### config.mk
export PLATFORM = sky130hd
export DESIGN_NAME = pulse_cnt_multi
export DESIGN_NICKNAME = d
export VERILOG_FILES = /design/src/rtl/pulse_cnt_pkg.sv /design/src/rtl/pulse_cnt_ch.sv /design/src/rtl/pulse_cnt_multi.sv
export SDC_FILE = /design/constraint.sdc
export NUM_CORES = 1
export LEC_CHECK = 0
export CAP_MARGIN = 20
export CORE_AREA = 3 3 225 227
export CTS_BUF_LIST = sky130_fd_sc_hd__clkbuf_8
export CTS_CLUSTER_SIZE = 8
export DETAILED_ROUTE_END_ITERATION = 10
export DIE_AREA = 0 0 228 230
export GPL_ROUTABILITY_DRIVEN = 0
export PLACE_DENSITY = 0.84
export SYNTH_ARGS = -nofsm -noshare
export SYNTH_HDL_FRONTEND = slang
export SYNTH_SLANG_ARGS = --single-unit
### constraint.sdc
create_clock -name i_clk -period 5.6 [get_ports i_clk]
set_input_delay 0.84 -clock i_clk [delete_from_list [all_inputs] [get_ports i_clk]]
set_output_delay 0.84 -clock i_clk [all_outputs]
set_load 0.03 [all_outputs]
### src/rtl/pulse_cnt_pkg.sv
`default_nettype none
// ============================================================================
// Module      : pulse_cnt_pkg
// Description : Shared edge-mode encodings and qualified-event decode for the
//               multi-channel pulse counter.
// Revision    : 1.0 - initial release
// ============================================================================
package pulse_cnt_pkg;

    // Edge-mode encodings presented on i_edge_mode
    localparam logic [1:0] EDGE_RISE = 2'b00;
    localparam logic [1:0] EDGE_FALL = 2'b01;
    localparam logic [1:0] EDGE_BOTH = 2'b10;
    localparam logic [1:0] EDGE_HIGH = 2'b11;

    // Decode one channel's qualified event from the synchronised level (s2)
    // and its one-cycle history (s3). Both-edge mode can only ever produce a
    // single event per cycle, since rise and fall are mutually exclusive.
    function automatic logic qual_event(
        input logic [1:0] mode,
        input logic       s2,
        input logic       s3
    );
        logic w_evt;
        w_evt = 1'b0;
        case (mode)
            EDGE_RISE: w_evt = s2 & ~s3;
            EDGE_FALL: w_evt = ~s2 & s3;
            EDGE_BOTH: w_evt = s2 ^ s3;
            default:   w_evt = s2;
        endcase
        return w_evt;
    endfunction

endpackage
`default_nettype wire

### src/rtl/pulse_cnt_ch.sv
`default_nettype none
// ============================================================================
// Module      : pulse_cnt_ch
// Description : One pulse-counter channel: 2-flop synchroniser, history flop,
//               event decode, live counter and sticky overflow flag.
//               Build option PULSE_CNT_SAT_EN: counter saturates at its
//               maximum instead of wrapping to zero.
// Revision    : 1.0 - initial release
// ============================================================================
module pulse_cnt_ch
    import pulse_cnt_pkg::*;
#(
    parameter int CNT_W = 16
) (
    input  logic             i_clk,
    input  logic             i_rst,
    input  logic             i_pulse,
    input  logic             i_en,
    input  logic [1:0]       i_edge_mode,
    input  logic             i_clr,
    output logic [CNT_W-1:0] o_cnt,
    output logic             o_ovf
);

    localparam logic [CNT_W-1:0] c_cnt_max = '1;
    localparam logic [CNT_W-1:0] c_cnt_one = {{(CNT_W-1){1'b0}}, 1'b1};

    logic             r_s1;
    logic             r_s2;
    logic             r_s3;
    logic             w_evt;
    logic [CNT_W-1:0] r_cnt;
    logic             r_ovf;

    // Synchronise the asynchronous input and keep one cycle of history.
    // History resets low, so an input held high through reset reads as a rise.
    always_ff @(posedge i_clk) begin
        if (i_rst) begin
            r_s1 <= 1'b0;
            r_s2 <= 1'b0;
            r_s3 <= 1'b0;
        end else begin
            r_s1 <= i_pulse;
            r_s2 <= r_s1;
            r_s3 <= r_s2;
        end
    end

    // Qualified event for the selected mode; enable gating happens at the counter
    always_comb begin
        w_evt = qual_event(i_edge_mode, r_s2, r_s3);
    end

    // Live counter and sticky overflow: reset > clear > increment
    always_ff @(posedge i_clk) begin
        if (i_rst) begin
            r_cnt <= '0;
            r_ovf <= 1'b0;
        end else if (i_clr) begin
            r_cnt <= '0;
            r_ovf <= 1'b0;
        end else if (i_en && w_evt) begin
            if (r_cnt == c_cnt_max) begin
`ifdef PULSE_CNT_SAT_EN
                r_cnt <= c_cnt_max;
`else
                r_cnt <= '0;
`endif
                r_ovf <= 1'b1;
            end else begin
                r_cnt <= r_cnt + c_cnt_one;
            end
        end
    end

    assign o_cnt = r_cnt;
    assign o_ovf = r_ovf;

endmodule
`default_nettype wire

### src/rtl/pulse_cnt_multi.sv
`default_nettype none
// ============================================================================
// Module      : pulse_cnt_multi
// Description : CH_NUM-channel pulse/high-time counter with sticky overflow,
//               synchronous clear, atomic snapshot into a shadow bank and a
//               single indexed read port onto the shadow bank.
//               Build option PULSE_CNT_SAT_EN: per-channel counters saturate
//               instead of wrapping.
// Revision    : 1.0 - initial release
// ============================================================================
module pulse_cnt_multi
    import pulse_cnt_pkg::*;
#(
    parameter int CH_NUM = 16,
    parameter int CNT_W  = 16,
    parameter int CH_W   = (CH_NUM > 1) ? $clog2(CH_NUM) : 1
) (
    input  logic              i_clk,
    input  logic              i_rst,
    input  logic [CH_NUM-1:0] i_pulse,
    input  logic              i_en,
    input  logic [1:0]        i_edge_mode,
    input  logic              i_clr,
    input  logic              i_snap,
    input  logic              i_rd_req,
    input  logic [CH_W-1:0]   i_rd_ch,
    output logic              o_rd_vld,
    output logic [CNT_W-1:0]  o_rd_data,
    output logic [CH_NUM-1:0] o_ovf
);

    logic [CNT_W-1:0] w_live   [CH_NUM];
    logic [CNT_W-1:0] r_shadow [CH_NUM];
    logic [CNT_W-1:0] w_rd_sel;
    logic             r_rd_vld;
    logic [CNT_W-1:0] r_rd_data;

    generate
        for (genvar g = 0; g < CH_NUM; g++) begin : g_ch
            pulse_cnt_ch #(
                .CNT_W (CNT_W)
            ) u_ch (
                .i_clk       (i_clk),
                .i_rst       (i_rst),
                .i_pulse     (i_pulse[g]),
                .i_en        (i_en),
                .i_edge_mode (i_edge_mode),
                .i_clr       (i_clr),
                .o_cnt       (w_live[g]),
                .o_ovf       (o_ovf[g])
            );
        end
    endgenerate

    // Shadow bank captures the pre-update live values, so snap+clear in the
    // same cycle is an atomic read-and-clear. Clear never touches the shadow.
    always_ff @(posedge i_clk) begin
        if (i_rst) begin
            for (int i = 0; i < CH_NUM; i++) begin
                r_shadow[i] <= '0;
            end
        end else if (i_snap) begin
            for (int i = 0; i < CH_NUM; i++) begin
                r_shadow[i] <= w_live[i];
            end
        end
    end

    // Read mux over the shadow bank; an index past the last channel selects 0
    always_comb begin
        w_rd_sel = '0;
        for (int i = 0; i < CH_NUM; i++) begin
            if (i_rd_ch == CH_W'(i)) begin
                w_rd_sel = r_shadow[i];
            end
        end
    end

    // Registered read port: valid one cycle after the request, data held otherwise.
    // The mux sees the shadow before any same-cycle snapshot lands.
    always_ff @(posedge i_clk) begin
        if (i_rst) begin
            r_rd_vld  <= 1'b0;
            r_rd_data <= '0;
        end else begin
            r_rd_vld <= i_rd_req;
            if (i_rd_req) begin
                r_rd_data <= w_rd_sel;
            end
        end
    end

    assign o_rd_vld  = r_rd_vld;
    assign o_rd_data = r_rd_data;

endmodule
`default_nettype wire

# == After elaboration in Yosys (flattened, before gate mapping) ==
# Memories as Yosys holds them, arrays and structs flattened.
# Index checks and enable logic that the tools add are counted.
# word_totals
mem_bits_rw,256
latch_bits,0
romBits,0
ff_bits,337
memories,1
output_inout_bits,33
wordCells,332
# classes
magnitude_cmp,0
eq_ne,33
shift,0
mul,0
n_bitwise,96
n_reduce_logical,35
n_mux,69
add_sub_neg,16
div,0
# mem_list
memory,depth,word_bits,rd,rd_ports_with_merged_regs,wr,line,source
r_shadow,16,16,16,0,16,pulse_cnt_multi.sv:33,logic [CNT_W-1:0] r_shadow [CH_NUM];
# ops
cell,count
16-bit 2-to-1 mux,48
"16-bit by 1-bit adder with 16-bit output, second input constant",16
"16-bit equality test, second input constant",16
1-bit one-hot mux with 3 select lines,16
1-bit bitwise AND,32
"4-bit equality test, second input constant",8
1-bit inverter,32
2-bit AND reduction,16
"4-bit by 3-bit equality test with 1-bit output, second input constant",4
1-bit logical AND,16
1-bit OR,16
1-bit bitwise XOR,16
"4-bit by 2-bit equality test with 1-bit output, second input constant",2
1-bit 2-to-1 mux,5
"4-bit by 1-bit equality test with 1-bit output, second input constant",1
4-bit zero test,1
"2-bit by 1-bit equality test with 1-bit output, second input constant",1
"2-bit equality test, second input constant",1
2-bit zero test,1
2-bit OR reduction,1

# == Logic depth before layout (Yosys ltp) ==
# logic_depth
ltp_word,17
depth_mapped,9

# == By module ==
# A second synthesis with hierarchy kept.
# hier_totals
cells_unflattened,2903
area_unflattened_um2,29155.5
# modules_own_cells
module,area_each_um2,n_inst,cells_per_inst
pulse_cnt_ch,1017.2,16,118
pulse_cnt_multi,12879.9,1,1015

# == Least setup slack after synthesis ==
# OpenSTA, ideal clock, no wires.
# synth_timing
path_kind,input -> register
start,input port i_rst
end,"memory r_shadow[0][0], enable pin"
path_buffers,3
path_stages,4
setup_slack_ps,297
required_ps,5089
arrival_time_ps,4792
setup_ps,511
path_cell_list,clkbuf_1 -> clkbuf_1 -> clkbuf_1 -> or2_2
# synth_rtl
item,line,source
"start, declared",pulse_cnt_multi.sv:19,"input logic i_rst,"
"end, declared",pulse_cnt_multi.sv:33,

# == Final worst setup path ==
# layout_timing
start,input port i_edge_mode[1]
end,register g_ch[4].u_ch.r_cnt[3]
# layout_between
elab_chain_len,3
elab_cells_between_ends,5
classes_between,eq/ne (2); mux (1); reduce/logical (2)
# layout_lines
item,line,source
"start, declared",pulse_cnt_multi.sv:22,"input logic [1:0] i_edge_mode,"
"2-bit equality test, or another cell as far along",pulse_cnt_pkg.sv:26,case (mode)
1-bit one-hot mux with 3 select lines (*),pulse_cnt_pkg.sv:26,
1-bit logical AND (*),pulse_cnt_ch.sv:62,end else if (i_en && w_evt) begin
"end signal, assigned",pulse_cnt_ch.sv:71,r_cnt <= r_cnt + c_cnt_one;
"end, declared",pulse_cnt_ch.sv:32,logic [CNT_W-1:0] r_cnt;
# Every way passes the cells marked *; elsewhere a longest branch is shown, timed or not.
# A chain may end at the register's enable or synchronous reset.

==> flow_summary_export.csv <==
group,metric,value,unit
run_status,outcome,"completed",
placement,numPortBuffers,60,
cells_and_area,multi_input_area,12500,um2
critical_path,r2r-end,"g_ch[4].u_ch.o_cnt[3]",
timing,slew_violations,0,
yosys,synth.area.top_cells,"edfxtp_1, dfxtp_1, and2_1",
critical_path,r2r_start,"g_ch[4].u_ch.r_s3",
cells_and_area,layout.nets,2841,
cells_and_area,diodes,0,
cts,postCtsSetupBuffers,0,
cts,cts_buffer_depth,3,
flow_run,drv_cap,0,
cts,hold_buffers,0,
hold_path,holdPathStages,1,
yosys,syn_area,28100,um2
cts,clock_latency,0.69,ns
global_routing,grt_overflow,0,
global_routing,grt_max_degree,105,
placement,dpl_worst_slack,1.65,ns
route,viasPerCell,6.17,
yosys,synthTopCellsByCount,"dfxtp_1, edfxtp_1, nor2_1",
yosys,synth.largest_area_cell,"edfxtp_1",
yosys,synth_area_per_cell,10.2,um2
route,drt-pass1-iter-count,6,
timing,fin_skew,0.0333,ns
cells_and_area,drive_gt1_share,7.57,%
timing,fmax,0.316,GHz
critical_path,rrSetupSlack,3.18,ns
critical_path,cpMaxStageDelayCell,"clkdlybuf4s50_1",
critical_path,arrival,3.67,ns
die,ioPinCount,61,
timing,setup-violations-final,0,
yosys,synth_seq_cells,593,
placement,dp.cells,3331,
global_routing,grt_pass1_wl,110000,um
power_and_ir_drop,ir_worst_vdd,0.000263,V
critical_path,critPathMaxStageDelay,0.81,ns
route,first_iter_violations,2331,
timing,max-slew-margin-rel,37.2,%
yosys,yosys.area.top_type_share,27.3,%
yosys,synth_nets,2843,
yosys,synth_edf_count,256,
cts,cts_tree,"yes",
cts,htree_levels,3,
critical_path,start_kind,"input pin",
timing,finalHoldViolCount,0,
yosys,async_flop_share,0,%
die,die-width,228,um
yosys,syn_inst,2767,
die,core,48800,um2
critical_path,r2r_cells,7,
cells_and_area,nFillCells,3724,
timing,worst_pin_slew,0.942,ns
cts,cts_buffers,94,
die,initial_utilization,57.6,%
critical_path,worstPathCellList,"clkdlybuf4s50_1 -> buf_4 -> mux4_2 -> nand2_2 -> o21ai_1 -> nor2_1",
yosys,synth.distinct_cells,81,
cells_and_area,final_cells,3504,
route,ant_nets,0,
timing,rsz0062_at_grt,"no",
die,fp-row-count,81,
cts,cts_resized,0,
power_and_ir_drop,powerDensity,283,nW/um2
hold_path,min_from,"g_ch[2].u_ch.r_s1",
critical_path,criticalPathCategory,"input pin to flop",
die,dieHeight,230,um
cts,root_buffer,"clkbuf_8",
route,vias,21632,
timing,fin_crit_sh,56.4,%
timing,tns,0,ns
cells_and_area,area.sequential,14400,um2
route,drt-total-wl,70400,um
power_and_ir_drop,fin_total_pwr,8670,uW
global_routing,grt_antenna_before_repair,1,
critical_path,endpoint_kind,"flop",
placement,dpl.hpwl,48700,um
hold_path,hold_class,"flop to flop",
cells_and_area,syn_to_final_growth,8.94,%
yosys,yosysWarnings,0,
cts,path_clk_slew,0.06,ns
global_routing,grt_use_total,26.3,%
yosys,synth-main-ff-cell,"dfxtp_1",
power_and_ir_drop,p_leak,0.0112,uW
timing,setup_slack,2.44,ns
yosys,ys_seq_area_share,51.3,%
yosys,synth.most_common_cell,"dfxtp_1",
route,wire_per_inst,20.1,um
cts,cts_num_sinks,593,
critical_path,required,6.11,ns
timing,whs,0.433,ns
route,drc,0,
die,die_area,52400,um2
critical_path,cp_max_fo,13,
timing,period_needed,3.16,ns
global_routing,grt_pass1_vias,20707,
hold_path,min_to,"g_ch[2].u_ch.r_s2",
per-stage QoR:
stage	cell area [um2]	utilization (%)
CTS	30600	62.7
global placement	28900	59.1
detailed placement	28900	59.1
finish	30700	62.8
global route	30700	62.8
floorplan	28100	-
logic make-up (layout without fill, tap and decap cells):
kind of cell / count (synthesis) / after routing / synth area share, %
simple gates: 1270 / 1270 / 24.8
flops: 593 / 593 / 51.3
compound gates: 360 / 360 / 8.29
buf+inv: 264 / 337 / 4.29
xor+xnor: 149 / 149 / 4.64
mux: 83 / 83 / 4.59
fa+ha+maj: 48 / 48 / 2.13
cell usage in the layout (no fill, tap or decap), types with 9 or more instances in the layout:
master           count
a211oi_1            10
inv_1              128
buf_4               20
o221ai_1            11
and3_1              73
o22ai_1             11
mux4_2              32
a31oi_1             10
o211ai_1            18
a21oi_1            109
or3_1               33
o21ai_0             74
nor3_1              39
xnor2_1              9
ha_1                48
clkdlybuf4s50_1     55
edfxtp_1           256
nand2b_1            14
xor2_1             140
nand2_1            155
mux2_2              10
nand4_1            148
nor2b_1            145
o31ai_1             14
o21a_1              13
or4_1               21
a32o_1              10
nand3_1            103
dfxtp_1            337
and2_1             215
clkinv_1            13
mux2i_1             38
clkbuf_8           110
nor2_1             241
and4_1              25
cell type report:
class	count	share of cell area (%)
clock buffers	110	4.94
clock inverters	61	0.759
inverters	83	1.02
multi-input cells	1910	40.9
flip-flops and latches	593	47.1
well taps	664	2.71
repair buffers	83	2.65
per-layer routing:
metal	wire (um)	global-route usage [%]	up-vias	part of all wire (%)
li1	-	-	9907	-
met1	27900	33.2	10328	40
met2	31900	41.1	1105	45
met3	5850	5.75	290	8.3
met4	4820	16.9	2	6.8
met5	11	0	-	0.016
worst max-delay path by stage:
stage / from / end / slack [ns] / depth (start not counted)
finish: i_edge_mode[1] / g_ch[4].u_ch.o_cnt[3] / 2.44 / 6
global route: i_edge_mode[1] / g_ch[4].u_ch.o_cnt[3] / 2.33 / 6
CTS: i_edge_mode[1] / g_ch[9].u_ch.o_cnt[5] / 2.35 / 5
detailed placement: i_edge_mode[1] / g_ch[9].u_ch.o_cnt[5] / 1.65 / 5
global placement: i_edge_mode[1] / g_ch[9].u_ch.o_cnt[13] / 1.83 / 5
floorplan: i_rst / r_shadow[0][0] / 0.30 / 4
sequential cells by signal, summed over array words and instances, names as in the netlist:
name,flops
r_shadow,256
o_rd_data,16
g_ch.u_ch.o_ovf,16
g_ch.u_ch.r_s1,16
g_ch.u_ch.r_s3,16
g_ch.u_ch.o_cnt,256
g_ch.u_ch.r_s2,16
o_rd_vld,1
report_power, final:
part / internal, uW / switching (uW)
Clock: 1770 / 1660
Sequential: 4620 / 70.0
Combinational: 169 / 375
critical path: cells and delay by family:
kind | cells | cell delay [ns]
compound gates | 1 | 0.73
buf+inv | 2 | 1.18
mux | 1 | 0.60
simple gates | 2 | 0.31
Power figures use the tool's default switching activity.
